[src/rtl/svm_sum_sequencer.sv]
// svm_sum_sequencer: reduces N_TERMS signed kernel products plus a bias into a
// single decision value using one shared saturating adder, reporting whether
// any intermediate step clamped.
module svm_sum_sequencer #(
  parameter int WIDTH   = 32,
  parameter int N_TERMS = 8,
  parameter int CNT_W   = $clog2(N_TERMS + 1)
) (
  input  logic             clk,
  input  logic             rst,
  input  logic             start,
  input  logic [WIDTH-1:0] bias,
  input  logic [WIDTH-1:0] in_data,
  input  logic             in_valid,
  output logic             in_ready,
  output logic [WIDTH-1:0] out_sum,
  output logic             out_class,
  output logic             out_valid,
  input  logic             out_ready,
  output logic             sat_flag,
  output logic             busy
);

  typedef enum logic [1:0] {IDLE, ACCUM, BIAS, DONE} state_t;

  localparam logic [WIDTH-1:0] MAX_POS   = {1'b0, {(WIDTH-1){1'b1}}};
  localparam logic [WIDTH-1:0] MAX_NEG   = {1'b1, {(WIDTH-1){1'b0}}};
  localparam logic [CNT_W-1:0] LAST_BEAT = CNT_W'(N_TERMS - 1);

  state_t           state_q, state_d;
  logic [WIDTH-1:0] acc_q, acc_d;
  logic [WIDTH-1:0] bias_q, bias_d;
  logic [CNT_W-1:0] cnt_q, cnt_d;
  logic             sat_q, sat_d;

  logic [WIDTH-1:0] opnd_b;
  logic [WIDTH:0]   ext_sum;
  logic             pos_ovf, neg_ovf, clamp;
  logic [WIDTH-1:0] add_res;

  // Shared saturating adder: A is always the accumulator, B is the term or bias.
  // Overflow shows up as disagreement between the two top bits of the
  // sign-extended sum; bit WIDTH then tells which rail was crossed.
  always_comb begin
    opnd_b  = (state_q == BIAS) ? bias_q : in_data;
    ext_sum = {acc_q[WIDTH-1], acc_q} + {opnd_b[WIDTH-1], opnd_b};
    pos_ovf = ~ext_sum[WIDTH] &  ext_sum[WIDTH-1];
    neg_ovf =  ext_sum[WIDTH] & ~ext_sum[WIDTH-1];
    clamp   = pos_ovf | neg_ovf;
    if (pos_ovf)      add_res = MAX_POS;
    else if (neg_ovf) add_res = MAX_NEG;
    else              add_res = ext_sum[WIDTH-1:0];
  end

  // Next-state and datapath update for the reduction sequence.
  always_comb begin
    state_d = state_q;
    acc_d   = acc_q;
    bias_d  = bias_q;
    cnt_d   = cnt_q;
    sat_d   = sat_q;
    unique case (state_q)
      IDLE: begin
        if (start) begin
          bias_d  = bias;
          acc_d   = '0;
          cnt_d   = '0;
          sat_d   = 1'b0;
          state_d = ACCUM;
        end
      end
      ACCUM: begin
        if (in_valid) begin
          acc_d = add_res;
          sat_d = sat_q | clamp;
          cnt_d = cnt_q + 1'b1;
          if (cnt_q == LAST_BEAT) state_d = BIAS;
        end
      end
      BIAS: begin
        acc_d   = add_res;
        sat_d   = sat_q | clamp;
        state_d = DONE;
      end
      DONE: begin
        if (out_ready) state_d = IDLE;
      end
      default: state_d = IDLE;
    endcase
  end

  // State and datapath registers with synchronous reset.
  always_ff @(posedge clk) begin
    if (rst) begin
      state_q <= IDLE;
      acc_q   <= '0;
      bias_q  <= '0;
      cnt_q   <= '0;
      sat_q   <= 1'b0;
    end else begin
      state_q <= state_d;
      acc_q   <= acc_d;
      bias_q  <= bias_d;
      cnt_q   <= cnt_d;
      sat_q   <= sat_d;
    end
  end

  // Outputs are decoded straight from registers, so they stay stable under backpressure.
  always_comb begin
    in_ready  = (state_q == ACCUM);
    out_valid = (state_q == DONE);
    busy      = (state_q != IDLE);
    out_sum   = acc_q;
    out_class = ~acc_q[WIDTH-1];
    sat_flag  = sat_q;
  end

endmodule

[config.mk]
export PLATFORM = sky130hd
export DESIGN_NAME = svm_sum_sequencer
export DESIGN_NICKNAME = d
export VERILOG_FILES = /design/src/rtl/svm_sum_sequencer.sv
export SDC_FILE = /design/constraint.sdc
export NUM_CORES = 1
export LEC_CHECK = 0
export ABC_AREA = 1
export CAP_MARGIN = 20
export CORE_MARGIN = 10
export CORE_UTILIZATION = 55
export CTS_BUF_LIST = sky130_fd_sc_hd__clkbuf_8
export DETAILED_ROUTE_END_ITERATION = 6
export PLACE_DENSITY_LB_ADDON = 0.15
export SLEW_MARGIN = 20
export SYNTH_ARGS = -nofsm -noshare
export SYNTH_HDL_FRONTEND = slang
export SYNTH_SLANG_ARGS = --single-unit
[constraint.sdc]
create_clock -name clk -period 4.54 [get_ports clk]
set_clock_uncertainty 0.15 [all_clocks]
set_input_delay 0.454 -clock clk [delete_from_list [all_inputs] [get_ports clk]]
set_output_delay 0.454 -clock clk [all_outputs]
set_load 0.03 [all_outputs]
==> key figures <==
Status
  • Status: finished clean

Clocking
  • CTS root buffer: clkbuf_8
  • H-tree depth: 3
  • Clk buf depth: 2
  • CTS sink count: 71
  • Cts repair resizes: 0
  • # hold bufs at CTS: 0
  • Clk Latency, worst-skew pair: 0.37 ns
  • Clock transition at path regs: 0.08 ns
  • Post-CTS repair timing setup buffer count: 0
  • Total CTS buffers: 9
  • TritonCTS clock tree: built

Route
  • WL final: 17200 µm
  • Post-DRT Antenna Nets: 0
  • DRT iter0 DRCs: ~310
  • Via-to-Cell Ratio: 5.12
  • DR vias: 5914
  • DR pass1 iterations: 5
  • Avg WL per Cell: 14.9 µm
  • # DRC: 0

Logic synthesis
  • Yosys warnings: 0
  • Register bit count reported by yosys: just over 70
  • Post-Syn Instances: 915
  • Register area share after synthesis: 0.250
  • Synthesized area per cell: 6.22 µm²
  • Yosys cell types: 35
  • Post-Syn Area: 5690 µm²
  • Syn Nets: ~1000

Floorplan
  • Starting Density: 0.559
  • Placement Rows: 37
  • I/O pins: 106
  • Die W: 122 µm
  • Die Ht: 122 µm
  • Core ar.: between 10000 and 15000 µm²
  • Total die area: approximately 15000 µm²

Critical path
  • Critical Path RT: roughly 4.7 ns
  • Worst setup EP type: flip-flop
  • Crit path launch type: flip-flop
  • Critical-path maximum fanout: 14
  • Critical Path AT: 4.35 ns
  • Kind of critical path: flip-flop to flip-flop

Power and ir drop
  • Total power: 5040 µW
  • Maximum VDD drop: 563 µV
  • PD cells: 715 nW/µm²
  • Pleak: between 0.003 and 0.004 µW

STA
  • Final hold vios: 0
  • Fin Setup TNS: 0 ns
  • Setup violators final: 0
  • Max-slew headroom: 0.324
  • Slew @ Worst Pin: roughly 1 ns
  • RSZ-0062 raised after global routing: false
  • Peak Freq: roughly 240 MHz
  • Final Slew Violations: 0
  • Tmin final: approximately 4.2 ns
  • Final period util: 0.926

Worst hold path
  • Worst Hold Class: flip-flop to flip-flop

Place
  • Gpl congestion: approximately 0.95
  • PortBufs: 105
  • Final HPWL DP: 13400 µm
  • Post-DP Area: 6880 µm²

Layout
  • Commonest cells after routing, fill and taps aside: nand2_1 (287), clkdlybuf4s50_1 (105), nor2_1 (101), inv_1 (100), dfxtp_1 (71)
  • Nets: around 1100
  • Layout cell share with drive strength beyond 1: 0.121
  • Fillcell total: between 900 and 1000
  • Final Cell Area: 7040 µm²
  • Syn-to-layout area delta: 23.8%
  • Most common cell after layout, fill and taps aside: nand2_1
  • Number of diodes: 0

Flow run
  • Max-cap viol count: 0

Global route
  • Initial antenna violation count: 0
  • First-pass GRT wire length: around 28000 µm
  • Remaining global-route overflow: 0
  • Pin count of the biggest net entering global routing: 36
  • Global-route usage over all layers: 0.234
  • Number of global-route vias before repair: 5799
critical path: stages (launching register included):
cell and delay, ns:
dfxtp_1 0.33, inv_1 0.12, ha_1 0.43, buf_4 0.31, mux2_2 0.36, ha_1 0.37
nand2_1 0.11, nand3_1 0.20, nand3_1 0.13, nand3_1 0.11, nand2_1 0.13, nand2_1 0.08
nand2_1 0.09, nand3_1 0.08, nand2_1 0.08, nand2_2 0.06, ha_1 0.21, buf_4 0.17
a21oi_1 0.10, o21ai_0 0.18, nand2_1 0.12, nand2_1 0.05, a21oi_1 0.15
cell families after synthesis:
logic type | synth area share
flip-flops | 0.250
multiplexers | 0.0633
AND/OR/NAND/NOR | 0.370
buffers and inverters | 0.100
XOR/XNOR | 0.0108
AO/OA/AOI/OAI | 0.114
adder cells (fa/ha/maj) | 0.0915
metal layers:
| layer | up-vias | GRT usage | share of wire |
|---|---|---|---|
| met5 | - | 0 | 0 |
| met4 | 0 | 0.0730 | 0.016 |
| met3 | 22 | 0.0365 | 0.048 |
| met2 | 140 | 0.390 | 0.47 |
| met1 | 2650 | 0.303 | 0.47 |
| li1 | 3102 | - | - |
power breakdown:
| part | internal (µW) | switching, µW |
|---|---|---|
| registers | 849 | 167 |
| clock network | 193 | 263 |
| logic | 1320 | 2240 |
| total | 2360 | 2670 |
Yosys cell counts:
master	number	share of area
nand2_1	287	0.19
nor2_1	101	0.067
inv_1	100	0.066
dfxtp_1	71	0.25
a21oi_1	59	0.052
o21ai_0	49	0.043
nand3_1	44	0.039
ha_1	40	0.088
mux2_2	32	0.063
nand2_2	19	0.021
clkbuf_1	18	0.012
inv_2	17	0.011
nor2_2	10	0.011
nor3_1	10	0.0088
a21oi_2	6	0.0092
buf_2	6	0.0053
nand3_2	6	0.011
xnor2_1	6	0.0092
nand4_1	5	0.0055
and2_1	4	0.0044
buf_4	4	0.0053
a211oi_1	2	0.0026
nand3b_1	2	0.0026
nor3_2	2	0.0035
o21ai_1	2	0.0018
o21bai_1	2	0.0026
or2_1	2	0.0022
or2_2	2	0.0022
a21o_1	1	0.0013
clkinv_1	1	0.00066
fa_1	1	0.0035
nand3b_2	1	0.0020
nor2_4	1	0.0020
o221ai_1	1	0.0015
xor2_1	1	0.0015
registers in the layout (all words and copies together), names as in the netlist:
signal / flops
bias_q: 32
out_sum: 32
cnt_q: 4
state_q: 2
sat_flag: 1
per-stage QoR:
stage	setup WS [ns]	instances	utilization	hold slack, ns
5_1_grt	0.00924	1155	0.692	0.355
3_3_place_gp	0.440	1139	0.675	0.307
3_5_place_dp	0.394	1139	0.675	0.318
6_report	0.334	1155	0.692	0.334
2_1_floorplan	0.541	915	-	0.299
4_1_cts	0.360	1155	0.692	0.338
cell type report:
class | instances | area (µm²) | share of cell area
inverters | 118 | 443 | 0.0629
well taps | 136 | 170 | 0.0242
repair buffers | 116 | 1150 | 0.163
flip-flops and latches | 71 | 1420 | 0.202
clock buffers | 9 | 124 | 0.0176
clock inverters | 7 | 41.3 | 0.00586
multi-input cells | 698 | 3700 | 0.525
worst paths after layout:
kind	start	endpoint	slack, ns	depth (start not counted)
worst max-delay path	state_q[0]$_SDFFE_PP0P_	out_sum[16]$_SDFFE_PP0P_	0.33	22
worst min-delay path	bias_q[23]$_SDFFE_PP0P_	bias_q[23]$_SDFFE_PP0P_	0.33	2
worst max register to register	state_q[0]$_SDFFE_PP0P_	out_sum[16]$_SDFFE_PP0P_	0.33	22
worst min register to register	bias_q[23]$_SDFFE_PP0P_	bias_q[23]$_SDFFE_PP0P_	0.33	2
Note: power is estimated with default switching activity, not from simulation.
